$ cat src/rtl/shared_tick_timer_pkg.sv
// Shared definitions for the shared tick timer: FSM state encoding and
// default sizing constants.
package shared_tick_timer_pkg;

    typedef enum logic [1:0] {
        ST_IDLE = 2'd0,
        ST_RUN  = 2'd1,
        ST_DONE = 2'd2
    } tt_state_e;

    localparam int DEF_N_REQ      = 4;
    localparam int DEF_CNT_W      = 8;
    localparam int DEF_PRESCALE_M = 10;

endpackage

$ cat src/rtl/shared_tick_timer_prescaler.sv
// Tick prescaler: counts 0..PRESCALE_M-1 while enabled and flags the
// terminal count as a one-cycle tick.
module tick_prescaler #(
    parameter int PRESCALE_M = 10,
    parameter int CW         = $clog2(PRESCALE_M)
) (
    input  logic          clk,
    input  logic          reset,
    input  logic          clear,
    input  logic          enable,
    output logic          tick,
    output logic [CW-1:0] count
);

    localparam logic [CW-1:0] TERM = CW'(PRESCALE_M - 1);

    always_ff @(posedge clk or negedge reset) begin
        if (!reset) begin
            count <= '0;
        end else if (clear) begin
            count <= '0;
        end else if (enable) begin
            count <= (count == TERM) ? '0 : count + CW'(1);
        end
    end

    assign tick = enable && (count == TERM);

endmodule

$ cat src/rtl/shared_tick_timer.sv
// Round-robin shared tick timer: grants one requester at a time and pulses
// done after cnt prescaled ticks. Optional feature: SHARED_TICK_TIMER_CANCEL_EN
// lets the granted requester abort its service by dropping req.
module shared_tick_timer
    import shared_tick_timer_pkg::*;
#(
    parameter int N_REQ      = DEF_N_REQ,
    parameter int CNT_W      = DEF_CNT_W,
    parameter int PRESCALE_M = DEF_PRESCALE_M
) (
    input  logic                   clk,
    input  logic                   reset,
    input  logic [N_REQ-1:0]       req,
    input  logic [N_REQ*CNT_W-1:0] cnt,
    output logic [N_REQ-1:0]       gnt,
    output logic [N_REQ-1:0]       done,
    output logic                   busy,
    output logic                   tick
);

    localparam int PTR_W = $clog2(N_REQ);
    localparam int PS_W  = $clog2(PRESCALE_M);

    tt_state_e        state, state_next;
    logic [1:0]       rst_q;
    logic             rst_n;
    logic [PTR_W-1:0] rr_ptr;
    logic [PTR_W-1:0] pick_idx;
    logic             pick_found;
    logic [CNT_W-1:0] pick_cnt;
    logic [CNT_W-1:0] remaining;
    logic [PS_W-1:0]  ps_count;
    logic             load, dec, done_set, leave;
    int               j;

    // Assertion is immediate; release is seen by the core two edges later.
    always_ff @(posedge clk or negedge reset) begin
        if (!reset) rst_q <= 2'b00;
        else        rst_q <= {rst_q[0], 1'b1};
    end
    assign rst_n = rst_q[1];

    always_comb begin
        pick_found = 1'b0;
        pick_idx   = '0;
        j          = 0;
        for (int k = 0; k < N_REQ; k++) begin
            j = int'(rr_ptr) + k;
            if (j >= N_REQ) j = j - N_REQ;
            if (!pick_found && req[PTR_W'(j)]) begin
                pick_found = 1'b1;
                pick_idx   = PTR_W'(j);
            end
        end
    end

    assign pick_cnt = cnt[pick_idx*CNT_W +: CNT_W];

    tick_prescaler #(.PRESCALE_M(PRESCALE_M), .CW(PS_W)) u_prescaler (
        .clk    (clk),
        .reset  (rst_n),
        .clear  (state != ST_RUN),
        .enable (state == ST_RUN),
        .tick   (tick),
        .count  (ps_count)
    );

    always_ff @(posedge clk or negedge rst_n) begin
        if (!rst_n) state <= ST_IDLE;
        else        state <= state_next;
    end

    always_comb begin
        state_next = state;
        load       = 1'b0;
        dec        = 1'b0;
        done_set   = 1'b0;
        case (state)
            ST_IDLE: begin
                if (pick_found) begin
                    load       = 1'b1;
                    state_next = (pick_cnt != '0) ? ST_RUN : ST_DONE;
                end
            end
            ST_RUN: begin
                if (tick) begin
                    if (remaining == CNT_W'(1)) begin
                        state_next = ST_DONE;
                        done_set   = 1'b1;
                    end else begin
                        dec = 1'b1;
                    end
                end
`ifdef SHARED_TICK_TIMER_CANCEL_EN
                if (!(|(req & gnt))) begin
                    state_next = ST_IDLE;
                    done_set   = 1'b0;
                    dec        = 1'b0;
                end
`endif
            end
            ST_DONE: begin
                // Zero-count services arrive here without done raised yet.
                if (|done) state_next = ST_IDLE;
                else       done_set   = 1'b1;
            end
            default: state_next = ST_IDLE;
        endcase
    end

    assign leave = (state != ST_IDLE) && (state_next == ST_IDLE);

    always_ff @(posedge clk or negedge rst_n) begin
        if (!rst_n) begin
            gnt       <= '0;
            done      <= '0;
            remaining <= '0;
            rr_ptr    <= '0;
        end else begin
            if (load) begin
                gnt       <= N_REQ'(1) << pick_idx;
                remaining <= pick_cnt;
                rr_ptr    <= (pick_idx == PTR_W'(N_REQ - 1)) ? '0 : pick_idx + PTR_W'(1);
            end
            if (dec) remaining <= remaining - CNT_W'(1);
            if (done_set) begin
                done      <= gnt;
                remaining <= '0;
            end
            if (leave) begin
                gnt  <= '0;
                done <= '0;
            end
        end
    end

    assign busy = (state != ST_IDLE);

endmodule

$ cat config.mk
export PLATFORM = sky130hd
export DESIGN_NAME = shared_tick_timer
export DESIGN_NICKNAME = d
export VERILOG_FILES = /design/src/rtl/shared_tick_timer_pkg.sv /design/src/rtl/shared_tick_timer_prescaler.sv /design/src/rtl/shared_tick_timer.sv
export SDC_FILE = /design/constraint.sdc
export NUM_CORES = 1
export LEC_CHECK = 0
export CAP_MARGIN = 20
export CORE_ASPECT_RATIO = 0.7
export CORE_MARGIN = 4
export CORE_UTILIZATION = 50
export CTS_CLUSTER_SIZE = 24
export DETAILED_ROUTE_END_ITERATION = 12
export PLACE_DENSITY = 0.85
export SYNTH_ARGS = -nofsm -noshare
export SYNTH_HDL_FRONTEND = slang
export SYNTH_SLANG_ARGS = --single-unit
$ cat constraint.sdc
create_clock -name clk -period 3.81 [get_ports clk]
set_input_delay 0.762 -clock clk [delete_from_list [all_inputs] [get_ports clk]]
set_output_delay 0.762 -clock clk [all_outputs]
set_load 0.005 [all_outputs]
==> metrics, run 1 <==
Synth area leader=dfrtp_1; Final #Nets=323; dominant cells by area after synthesis=dfrtp_1, ha_1, nand3_1; via count=1906; Synth Area in XOR/XNOR=0; initial antenna violation count=0; Static Leak=1.09 nW; top-level port count=48; post-synth top area share=0.340; Max Cap Viol=0; Total Wirelength=5120 um; core area=0.00360 mm^2; hold buffer count at cts=0; CP max stage delay=0.57 ns; Die W=81.9 um; largest net degree at the start of global routing=25; highest metal used=met4; vias in the first global route=1851; simple-gate share of the synthesized area=0.279; TritonCTS clock tree=yes; grt ovf=0; type of origin of the critical path=input port; result of the run=finished clean; Fin Clk Skew=0.00344 ns; CTS max path bufs=2; share of cells above drive strength 1=0.0588; clock insertion delay at the later pin of the skew report=0.27 ns; Resized cells post-CTS=0; Mapped Area=0.00191 mm^2; Crit path max-delay family=simple AND/OR/NAND/NOR gates; Max Slew Vio Count=0; Yosys warning count=0; Power Dens Cells=617 mW/mm^2; clock slew at reported path FFs=0.10 ns; Root Buffer=clkbuf_8; n_diodes=0; router iterations before antenna repair=4; M1 WL=2420 um; actual slew at the worst max-slew pin=0.880 ns; required time worst endpoint=4.00 ns; antenna viol nets, final=0; overall power=1.55 mW; Port Buffer Count=47; min Tclk post-route=3.20 ns; vias per cell=5.92; Highest Clock Rate=312 MHz; Max FO, Critical Path=16; top cells by count, synth=dfrtp_1, nand3_1, nor2_1, o21ai_0, nand2_1; WL met2=2340 um; Mapped Avg Cell Area=8.43 um^2; TritonCTS buffer count=3; Die H=59.8 um; syn_nets=277; Tcrit/Tclk final=0.841; layout filler cell count=306; Async S/R FF share, synth=1.00; Seq/Total Area, Yosys=0.340; Fin Setup TNS=0 ns; # clock sinks=26; RSZ-0062 raised after global routing=false; flops & latches, synth=26; hpwl dp=3780 um; CP endpoint kind=register; post-route insts no fill=322; routed len/inst=15.9 um; die area=0.00490 mm^2; Worst Hold Class=reg2async; Synth cell types=48; Critical Path AT=3.39 ns; GP Congestion=0.890; DP Cell Count=317; Hold Vio Cnt, Final=0; WL met3=324 um; Final setup viols=0; post-synthesis adder-cell area fraction=0.0785; largest family of logic cells by synthesized area=simple AND/OR/NAND/NOR gates; H-tree depth=1; Initial DRC Count=159; DRC viols=0; Top FF cell, synth=dfrtp_1; global-route wire length before repair=8360 um; Compound-Gate Fraction of Synth Area=0.203; class of the most critical setup path=in2reg; area grow syn2layout=31.5%; worst path cell trace=clkdlybuf4s50_1 > and4b_4 > a21oi_4 > nand2_4 > a211oi_1 > nor2_1 > or4_1 > o32ai_2; gr usage total=0.217; Max IR drop VDD=383 uV; initial core utilization=0.531; Post-synth EDFFs=0; Crit-path slowest cell=clkdlybuf4s50_1; post-CTS setup repair buffer count=0; max_slew headroom=0.409; FP Rows=18; post-synthesis mux area share=0.0536; cell count after synthesis=227; Crit path buffers/inverters=1
## registers in the layout, indices dropped and copies added (netlist names)
signal	count
rst_q	2
done	4
gnt	4
remaining	8
state	2
rr_ptr	2
u_prescaler.count	4
## report_power, final
part	total, mW	internal, mW	leakage [nW]	switching, mW
Combinational	0.848	0.371	0.717	0.477
Clock	0.233	0.141	0.0357	0.0924
Sequential	0.470	0.371	0.333	0.0996
## worst register-to-register path, cell delays in order (launching register included)
cell and delay (ns):
dfrtp_1 0.44, inv_1 0.12, ha_1 0.26, nor3b_1 0.48, nand2_1 0.13, a21oi_1 0.18, nor3_1 0.08, nor3_1 0.72
nor2_1 0.16
## metrics by stage
| stage | utilization | cell area, um^2 | hold WS [ns] | setup slack [ns] |
|---|---|---|---|---|
| final | 0.698 | 2520 | 0.100 | 0.606 |
| after global routing | 0.698 | 2520 | 0.106 | 0.436 |
| after CTS | 0.691 | 2490 | 0.361 | 0.649 |
| after detailed placement | 0.671 | 2420 | 0.341 | 0.370 |
| after global placement | 0.671 | 2420 | 0.333 | 0.504 |
| after floorplan | - | 1910 | 0.307 | 1.30 |
## metal layers
metal  GRT usage  up-vias
li1            -      920
met1       0.317      899
met2       0.330       83
met3      0.0557        4
met4      0.0308        0
met5           0        -
## logic make-up after synthesis
family	Yosys count
other	1
and+or+nand+nor	101
muxes	10
buffers and inverters	20
adders and majority gates	12
AOI/OAI and AO/OA	57
DFF	26
## cells in the final DEF, fill, tap and decap left out, types with 6 or more instances in the layout
cell type,instances
a21oi_1,9
and2_1,7
and3_1,6
clkdlybuf4s50_1,47
dfrtp_1,26
ha_1,12
inv_1,10
mux2i_1,8
nand2_1,15
nand3_1,26
nor2_1,20
o21ai_0,19
## final cells by class
| class | instances | area (um^2) | area share |
|---|---|---|---|
| Multi-Input combinational cell | 181 | 1180 | 0.468 |
| Sequential cell | 26 | 651 | 0.259 |
| Timing Repair Buffer | 50 | 513 | 0.204 |
| Tap cell | 50 | 62.6 | 0.0249 |
| Clock buffer | 3 | 41.3 | 0.0164 |
| Inverter | 11 | 41.3 | 0.0164 |
| Clock inverter | 1 | 30.0 | 0.0119 |
## path summary, 6_finish.rpt
path	start	endpoint	slack, ns	depth (start not counted)
max in group asynchronous	reset	rst_q[1]$_DFF_PN0_	3.06	1
hold / removal	rst_q[1]$_DFF_PN0_	done[1]$_DFFE_PN0P_	0.10	0
min in group clk	rst_q[0]$_DFF_PN0_	rst_q[1]$_DFF_PN0_	0.36	0
hold reg to reg	rst_q[1]$_DFF_PN0_	done[1]$_DFFE_PN0P_	0.10	0
setup reg to reg	state[1]$_DFF_PN0_	done[1]$_DFFE_PN0P_	1.10	8
setup / recovery	req[3]	state[1]$_DFF_PN0_	0.61	8
Note: power is estimated with default switching activity, not from simulation.
==> inputs of run 2 (changes only) <==
- CORE_UTILIZATION: 50 -> 45
- PLACE_DENSITY: 0.85 -> 0.81
- clock period: 3.81 -> 2.7 ns (I/O delays scaled with it)
==> run 2 against run 1 <==
Compared with the run above: first-iteration DRC count down 20%; cell count grew 6.2%; utilization fell by 2.8 points; critical endpoint unchanged; sequential share of layout area down 1.7 points.
==> metrics, run 2 (synthesis results as in run 1) <==
Initial DRC Count=127 (-20%); worst setup margin=0.144 ns (-0.461 ns); reg2reg start=rr_ptr[1]$_DFFE_PN0P_; Die W=85.9 um (+4.9%); hold buffer count at cts=0 (unchanged); CP endpoint kind=register; vias in the first global route=1932 (+4.4%); initial core utilization=0.476 (-0.0547); layout filler cell count=297 (-2.9%); share of cells above drive strength 1=0.134 (+0.0757); top-level port count=48 (unchanged); via count=1942 (+1.9%); Total Wirelength=5310 um (+3.7%); Static Leak=1.20 nW (+11%); Max Slew Vio Count=0 (unchanged); # clock sinks=26 (unchanged); Final Util=0.671 (-0.0278); core area=0.00402 mm^2 (+11%); commonest non-fill, non-tap cells in the layout=clkdlybuf4s50_1, nand3_1, dfrtp_1; required time worst endpoint=2.89 ns (-1.11 ns); number of flip-flops in the largest register=8 (unchanged); Hold Vio Cnt, Final=0 (unchanged); min Tclk post-route=2.56 ns; Final #Nets=341 (+5.6%); FF-to-FF End=state[1]$_DFF_PN0_; n_diodes=0 (unchanged); antenna viol nets, final=0 (unchanged); Highest Clock Rate=391 MHz; initial antenna violation count=0 (unchanged); Worst R2R Path Depth=9 (+1); routed len/inst=15.5 um (-2.3%); grt ovf=0 (unchanged); global-route wire length before repair=8830 um (+5.6%); Biggest register=remaining; Power Dens Cells=876 mW/mm^2 (+42%); Tcrit/Tclk final=0.946; type of origin of the critical path=input port; Max FO, Critical Path=6 (-10); result of the run=finished clean; largest net degree at the start of global routing=25 (unchanged); clock slew at reported path FFs=0.09 ns (about the same); pre-CTS setup slack=-0.282 ns (-0.652 ns); GP Congestion=0.872 (-1.9%); hpwl dp=4160 um (+9.9%); TritonCTS clock tree=yes; Max IR drop VDD=523 uV (+37%); die area=0.00537 mm^2 (+9.8%); Port Buffer Count=47 (unchanged); Fin Clk Skew=0.00397 ns (+0.000529 ns); Max Cap Viol=0 (unchanged); DRC viols=0 (unchanged); FP Rows=19 (+1); Die H=62.6 um (+4.7%); commonest non-fill, non-tap cell in the layout=clkdlybuf4s50_1; Critical Path AT=2.74 ns (-0.65 ns); H-tree depth=1 (unchanged); clock insertion delay at the later pin of the skew report=0.27 ns (about the same); gr usage total=0.198 (-0.0188); vias per cell=5.68 (-4.1%); r2r setup slk=0.31 ns (-0.79 ns); critical path launch point=req[1]; final instance area=0.00269 mm^2 (+7.1%); area grow syn2layout=40.8%; router iterations before antenna repair=6 (+2); Final setup viols=0 (unchanged); Area after DPL=0.00255 mm^2 (+5.7%); Root Buffer=clkbuf_8; class of the most critical setup path=in2reg; TritonCTS buffer count=3 (unchanged); Worst Hold Class=reg2async; max_slew headroom=0.611 (+0.202); actual slew at the worst max-slew pin=0.578 ns (-0.301 ns); CTS max path bufs=2 (unchanged)
## run 2: changes by cell type in the layout (fill, tap and decap cells not counted), moves of 2 or more
cell / delta
a211oi_1: -3
clkdlybuf4s50_1: -2
buf_4: +18
dlymetal6s2s_1: +2
a211oi_2: +3
## run 2: report_power, final
group	switching, mW	total [mW]	internal (mW)
combinational	0.719	1.36	0.644
clock	0.125	0.324	0.198
sequential	0.151	0.674	0.523
total	0.995	2.36	1.37
## run 2: worst max-delay path by stage
stage                               endpoint  slack (ns)  cells past startpoint
after detailed placement  state[1]$_DFF_PN0_       -0.28                      8
after global routing                    tick      -0.002                      4
after global placement    state[1]$_DFF_PN0_       -0.17                      8
after floorplan           state[1]$_DFF_PN0_        0.41                      7
final                     state[1]$_DFF_PN0_        0.14                      8
after CTS                 state[1]$_DFF_PN0_       0.004                      8
## run 2: layout make-up
class	instances	area [um^2]	area share
multi-input cells	181	1210	0.450
repair buffers	68	653	0.242
flip-flops and latches	26	651	0.242
well taps	52	65.1	0.0242
clock buffers	3	41.3	0.0153
inverters	11	41.3	0.0153
clock inverters	1	30.0	0.0111
## run 2: metrics by stage
stage	instances	TNS, ns	power [mW]	hold WS (ns)
finish	342	0	2.36	0.0835
detailed placement	337	-0.401	1.98	0.336
global placement	337	-0.178	1.93	0.332
floorplan	227	0	1.50	0.244
global route	342	-0.00153	2.56	0.0941
CTS	341	0	2.32	0.357
## run 2: per-layer routing
layer	up-vias	routed length [um]	GRT usage
met5	-	0	0
met2	73	2490	0.323
li1	954	-	-
met1	907	2500	0.282
met3	8	285	0.0395
met4	0	40	0.0178
## run 2: critical path, cell delays in order
cell and delay, ns:
clkdlybuf4s50_1 0.49, inv_1 0.07, o221a_4 0.25, and3_1 0.19, a211oi_1 0.27, nor2_1 0.11, or4_1 0.56, o32ai_2 0.26
## run 2: timing repair
action                                  CTS  global route
resized for setup                         0             8
endpoints found under the setup margin    0             2
setup buffers                             0             0
